## src/rtl/dcache_access_sequencer.sv

```systemverilog
// dcache_access_sequencer
// Shares the single data-cache access port among NUM_REQ requesters using
// round-robin arbitration with one outstanding access, and sequences the
// cache-wide write-back (flush). Every output is registered so the cache
// sees stable level requests.
module dcache_access_sequencer #(
   parameter int NUM_REQ    = 4,
   parameter int ADDR_W     = 32,
   parameter int DATA_W     = 32,
   parameter int WAIT_LIMIT = 64
) (
   input  logic                      clk,
   input  logic                      reset,
   input  logic [NUM_REQ-1:0]        req,
   input  logic [NUM_REQ-1:0]        req_we,
   input  logic [NUM_REQ*ADDR_W-1:0] req_addr,
   input  logic [NUM_REQ*DATA_W-1:0] req_wdata,
   output logic [NUM_REQ-1:0]        gnt,
   output logic [NUM_REQ-1:0]        rsp_valid,
   output logic [DATA_W-1:0]         rsp_rdata,
   output logic                      rsp_err,
   input  logic                      flush_req,
   output logic                      flush_done,
   output logic                      cache_req,
   output logic                      cache_we,
   output logic [ADDR_W-1:0]         cache_addr,
   output logic [DATA_W-1:0]         cache_wdata,
   input  logic                      cache_ack,
   input  logic [DATA_W-1:0]         cache_rdata,
   output logic                      cache_flush,
   input  logic                      cache_flush_ack,
   output logic                      busy
);

   localparam int IDX_W = (NUM_REQ > 1) ? $clog2(NUM_REQ) : 1;
   localparam int CNT_W = (WAIT_LIMIT > 1) ? $clog2(WAIT_LIMIT) : 1;

   typedef enum logic [2:0] {
      S_IDLE  = 3'd0,
      S_WAIT  = 3'd1,
      S_RESP  = 3'd2,
      S_FLUSH = 3'd3,
      S_FDONE = 3'd4
   } state_t;

   state_t           state;
   state_t           next_state;
   logic [IDX_W-1:0] rr_ptr;
   logic [IDX_W-1:0] owner;
   logic [IDX_W-1:0] winner;
   logic             found;
   logic [CNT_W-1:0] wait_cnt;
   logic             ack_hit;
   logic             timeout_hit;

   // One-hot decode of a requester index.
   function automatic logic [NUM_REQ-1:0] onehot(input logic [IDX_W-1:0] idx);
      logic [NUM_REQ-1:0] r;
      r      = '0;
      r[idx] = 1'b1;
      return r;
   endfunction

   // Next round-robin pointer: the requester after the winner, wrapping.
   function automatic logic [IDX_W-1:0] next_ptr(input logic [IDX_W-1:0] idx);
      if (idx == IDX_W'(NUM_REQ - 1))
         return '0;
      else
         return idx + 1'b1;
   endfunction

   // An ack in the final cycle of the limit takes precedence over the abort.
   assign ack_hit     = (state == S_WAIT) && cache_ack;
   assign timeout_hit = (state == S_WAIT) && !cache_ack &&
                        (wait_cnt == CNT_W'(WAIT_LIMIT - 1));

   // Round-robin search starting at rr_ptr, wrapping past NUM_REQ-1.
   always_comb begin
      found  = 1'b0;
      winner = '0;
      for (int k = 0; k < NUM_REQ; k++) begin
         if (!found && req[(int'(rr_ptr) + k) % NUM_REQ]) begin
            found  = 1'b1;
            winner = IDX_W'((int'(rr_ptr) + k) % NUM_REQ);
         end
      end
   end

   // State register.
   always_ff @(posedge clk or posedge reset) begin
      if (reset)
         state <= S_IDLE;
      else
         state <= next_state;
   end

   // Next-state decode; flush wins over a request sampled in the same cycle.
   always_comb begin
      next_state = state;
      case (state)
         S_IDLE: begin
            if (flush_req)
               next_state = S_FLUSH;
            else if (found)
               next_state = S_WAIT;
         end
         S_WAIT: begin
            if (ack_hit || timeout_hit)
               next_state = S_RESP;
         end
         S_RESP:  next_state = S_IDLE;
         S_FLUSH: begin
            if (cache_flush_ack)
               next_state = S_FDONE;
         end
         S_FDONE: next_state = S_IDLE;
         default: next_state = S_IDLE;
      endcase
   end

   // Registered outputs, access latches, arbitration pointer and wait counter.
   always_ff @(posedge clk or posedge reset) begin
      if (reset) begin
         gnt         <= '0;
         rsp_valid   <= '0;
         rsp_rdata   <= '0;
         rsp_err     <= 1'b0;
         flush_done  <= 1'b0;
         cache_req   <= 1'b0;
         cache_we    <= 1'b0;
         cache_addr  <= '0;
         cache_wdata <= '0;
         cache_flush <= 1'b0;
         busy        <= 1'b0;
         rr_ptr      <= '0;
         owner       <= '0;
         wait_cnt    <= '0;
      end else begin
         gnt        <= '0;
         rsp_valid  <= '0;
         flush_done <= 1'b0;
         busy       <= (next_state != S_IDLE);
         case (state)
            S_IDLE: begin
               if (flush_req) begin
                  cache_flush <= 1'b1;
               end else if (found) begin
                  owner       <= winner;
                  gnt         <= onehot(winner);
                  cache_req   <= 1'b1;
                  cache_we    <= req_we[winner];
                  cache_addr  <= req_addr[int'(winner)*ADDR_W +: ADDR_W];
                  cache_wdata <= req_wdata[int'(winner)*DATA_W +: DATA_W];
                  rr_ptr      <= next_ptr(winner);
                  wait_cnt    <= '0;
               end
            end
            S_WAIT: begin
               if (cache_ack) begin
                  cache_req <= 1'b0;
                  rsp_rdata <= cache_we ? '0 : cache_rdata;
                  rsp_err   <= 1'b0;
               end else if (timeout_hit) begin
                  cache_req <= 1'b0;
                  rsp_rdata <= '0;
                  rsp_err   <= 1'b1;
               end else begin
                  wait_cnt <= wait_cnt + 1'b1;
               end
            end
            S_RESP: begin
               rsp_valid <= onehot(owner);
            end
            S_FLUSH: begin
               if (cache_flush_ack)
                  cache_flush <= 1'b0;
            end
            S_FDONE: begin
               flush_done <= 1'b1;
            end
            default: ;
         endcase
      end
   end

endmodule

```

## config.mk

```make
export PLATFORM = sky130hd
export DESIGN_NAME = dcache_access_sequencer
export DESIGN_NICKNAME = d
export VERILOG_FILES = /design/src/rtl/dcache_access_sequencer.sv
export SDC_FILE = /design/constraint.sdc
export NUM_CORES = 1
export LEC_CHECK = 0
export CAP_MARGIN = 20
export CORE_AREA = 3 3 159 161
export DETAILED_ROUTE_END_ITERATION = 7
export DIE_AREA = 0 0 162 164
export PLACE_DENSITY = 0.66
export SLEW_MARGIN = 0
export SYNTH_ARGS = -nofsm -noshare
export SYNTH_HDL_FRONTEND = slang
export SYNTH_SLANG_ARGS = --single-unit
```

## constraint.sdc

```tcl
create_clock -name clk -period 5.76 [get_ports clk]
set_input_delay 1.152 -clock clk [delete_from_list [all_inputs] [get_ports clk]]
set_output_delay 1.152 -clock clk [all_outputs]
set_load 0.01 [all_outputs]
```

==> summary.md <==
| Metric | Value |
|---|---|
| Crit end category | `register` |
| Fin area | `11700 um^2` |
| Post-Synthesis Cells | `706` |
| Mapped Area | `6720 um^2` |
| Drt via density | `5.43` |
| Syn Nets | `1012` |
| Layout fillers | `2297` |
| Grt ovf | `0` |
| WP data required | `6050 ps` |
| CTS H-tree depth | `4` |
| Simple-gate share of the synthesized area | `18.2%` |
| Total GRT Usage | `21.9%` |
| CTS Buffer Depth | `2` |
| Clock tree root buffer cell | `clkbuf_16` |
| Most common cell after layout, fill and taps aside | `clkdlybuf4s50_1` |
| Max Clock Skew | `17.5 ps` |
| Status | `completed` |
| DR DRC count | `0` |
| Synth Area per Inst | `9.52 um^2` |
| Worst Path Class, Setup | `in -> reg` |
| ANT nets after route | `0` |
| Core box area | `24100 um^2` |
| Synth cell types | `44` |
| Initial DRT Pass Iterations | `7` |
| Die Width | `162 um` |
| Peak VDD IR | `0.000223 V` |
| Post-layout minimum cycle time | `3620 ps` |
| Die area | `26600 um^2` |
| Endpoints failing setup | `0` |
| Initial Util | `27.9%` |
| Crit path max fanout | `29` |
| I/O pins | `411` |
| RSZ-0062 raised after global routing | `no` |
| Placed inst area | `11000 um^2` |
| CTS Sinks | `123` |
| Number of global-route vias before repair | `7608` |
| Post-DP HPWL | `21.0 mm` |
| Slew headroom | `35.2%` |
| Share of cells above drive strength 1 | `6.08%` |
| Main area contributors after synthesis | `dfrtp_1 (46%), nand3_1 (13%), a32oi_1 (8.5%), a21o_1 (6.5%), o21ai_0 (4.7%)` |
| Fin crit share | `62.8%` |
| Post-CTS Setup Bufs | `0` |
| DR vias | `7659` |
| Total CTS buffers | `17` |
| Rows | `57` |
| Hold path depth | `2` |
| Total wire length | `30.5 mm` |
| Synth Register Bits | `123` |
| Asr flop ratio synth | `100%` |
| Wire per inst | `21.6 um` |
| Ant diodes | `0` |
| First-pass GRT wire length | `45.4 mm` |
| Critical path arrival | `3910 ps` |
| Lkg Pwr | `4.66 nW` |
| Mux contribution to synthesized area | `1.64%` |
| Overall die height | `164 um` |
| Nets@finish | `1379` |
| Fmax | `276 MHz` |
| Prevailing post-synth register cell | `dfrtp_1` |
| Number of synthesis warnings | `0` |
| Reg clk slew, reported paths | `70 ps` |
| Synth Area in Adders | `0.931%` |
| Setup TNS | `0 ps` |
| Hold Startpoint | `cache_req$_DFFE_PP0P_` |
| Initial DRC Count | `520` |
| Worst reg2reg path depth | `8` |
| Clock Latency Late Sink | `420 ps` |
| DP Worst Slack | `1720 ps` |
| # port buffers | `410` |
| CP startpoint | `req[0]` |
| CP Launch Type | `primary input` |
| Initial antenna violation count | `0` |
| Largest net degree at the start of global routing | `75` |
| Worst R2R Setup Slack | `2930 ps` |
| Leading area contributor after synthesis | `dfrtp_1` |
| EDFF count, synth | `0` |
| Hold-fix buffers, CTS | `0` |
| Routability cong. | `0.890` |
| Layout area overhead | `73.4%` |
| PostCTS Resize Cnt | `0` |
| Least-Margin Pin Slew | `972 ps` |
| Final Hold Vio Count | `0` |
| Final WS setup | `2140 ps` |
| Tightest Hold Check Type | `reg -> reg` |
| Compound-Gate Fraction of Synth Area | `26.9%` |
| Sequential element share of the synthesized area | `45.8%` |
| Top cell type's share of synthesized area | `45.8%` |
| Cell Pwr Density | `443 nW/um^2` |
| TritonCTS clock tree | `built` |
| Main combinational cell family by area after synthesis | `compound AO/OA/AOI/OAI gates` |
| Worst R2R Start | `rr_ptr[1]$_DFFE_PP0P_` |
| Final Max Tran Viols | `0` |
| Commonest non-fill, non-tap cells in the layout | `clkdlybuf4s50_1 (410), nand3_1 (180), dfrtp_1 (123)` |
| Post-Synth XOR/XNOR Area | `0.130%` |
| Max-cap violations | `0` |
| Final core occ | `48.4%` |
[power breakdown]
part           internal [mW]  switching (mW)  total, mW
clock network          0.705           0.449       1.15
logic                   1.26            1.24       2.50
registers               1.24           0.269       1.51
total                   3.20            1.96       5.17
[synthesized netlist by cell type (2+ instances only)]
master,instances
nand3_1,180
dfrtp_1,123
a32oi_1,65
o21ai_0,63
a21o_1,58
clkbuf_1,34
a22o_1,32
buf_2,28
nand2_1,17
nor2_1,13
mux2i_1,11
buf_4,9
o211ai_1,9
and3_1,7
buf_6,6
ha_1,5
inv_1,4
nand2b_1,4
a21oi_1,3
and2_1,3
nor3b_1,3
a21oi_2,2
a2bb2oi_1,2
a31oi_1,2
buf_1,2
nand4_1,2
nor3_1,2
[metal layers]
layer | part of all wire, % | track usage [%]
met5 | 0 | 0
met4 | 2.6 | 6.94
met3 | 9.1 | 7.36
met2 | 48 | 35.7
met1 | 41 | 27.6
[sequential cells by signal, indices dropped and copies added, names as in the netlist]
| register | count |
|---|---|
| cache_flush | 1 |
| cache_wdata | 32 |
| cache_req | 1 |
| rsp_rdata | 32 |
| wait_cnt | 6 |
| rsp_valid | 4 |
| flush_done | 1 |
| cache_addr | 32 |
| busy | 1 |
| cache_we | 1 |
| rr_ptr | 2 |
| gnt | 4 |
| state | 3 |
| rsp_err | 1 |
| owner | 2 |
[critical path, stage by stage]
cell and delay, ps:
clkdlybuf4s50_1 570, or4_4 650, and2_4 190, nand3_2 330, buf_4 390, buf_4 410, a21o_1 130, nand3_1 60
[per-stage QoR]
| step | cells | power (mW) | hold WS [ps] |
|---|---|---|---|
| final | 1410 | 5.17 | 482 |
| after global routing | 1410 | 5.48 | 517 |
| after CTS | 1409 | 5.20 | 488 |
| after detailed placement | 1377 | 4.01 | 470 |
| after global placement | 1377 | 3.98 | 463 |
| after floorplan | 706 | 2.74 | 455 |
[cells by family (layout without fill, tap and decap cells)]
| family | count (synthesis) | count (layout) |
|---|---|---|
| AO/OA/AOI/OAI | 244 | 244 |
| AND/OR/NAND/NOR | 238 | 238 |
| flip-flops | 123 | 123 |
| buffers and inverters | 84 | 464 |
| multiplexers | 11 | 11 |
| adder cells (fa/ha/maj) | 5 | 5 |
| XOR/XNOR | 1 | 1 |
[cell type report]
cell class	count	area, um^2	area share, %
Clock inverter	14	186	1.60
Multi-Input combinational cell	499	3260	28.0
Tap cell	324	405	3.48
Timing Repair Buffer	427	4260	36.6
Clock buffer	18	439	3.77
Inverter	5	21.3	0.182
Sequential cell	123	3080	26.4
[worst paths after layout]
| kind | end |
|---|---|
| max | cache_wdata[22]$_DFFE_PP0P_ |
| min | cache_req$_DFFE_PP0P_ |
| max reg2reg | cache_wdata[13]$_DFFE_PP0P_ |
| min reg2reg | cache_req$_DFFE_PP0P_ |
| max in group asynchronous | cache_addr[27]$_DFFE_PP0P_ |
| min in group asynchronous | cache_addr[2]$_DFFE_PP0P_ |
No activity file was read; power rests on OpenSTA's default activity.
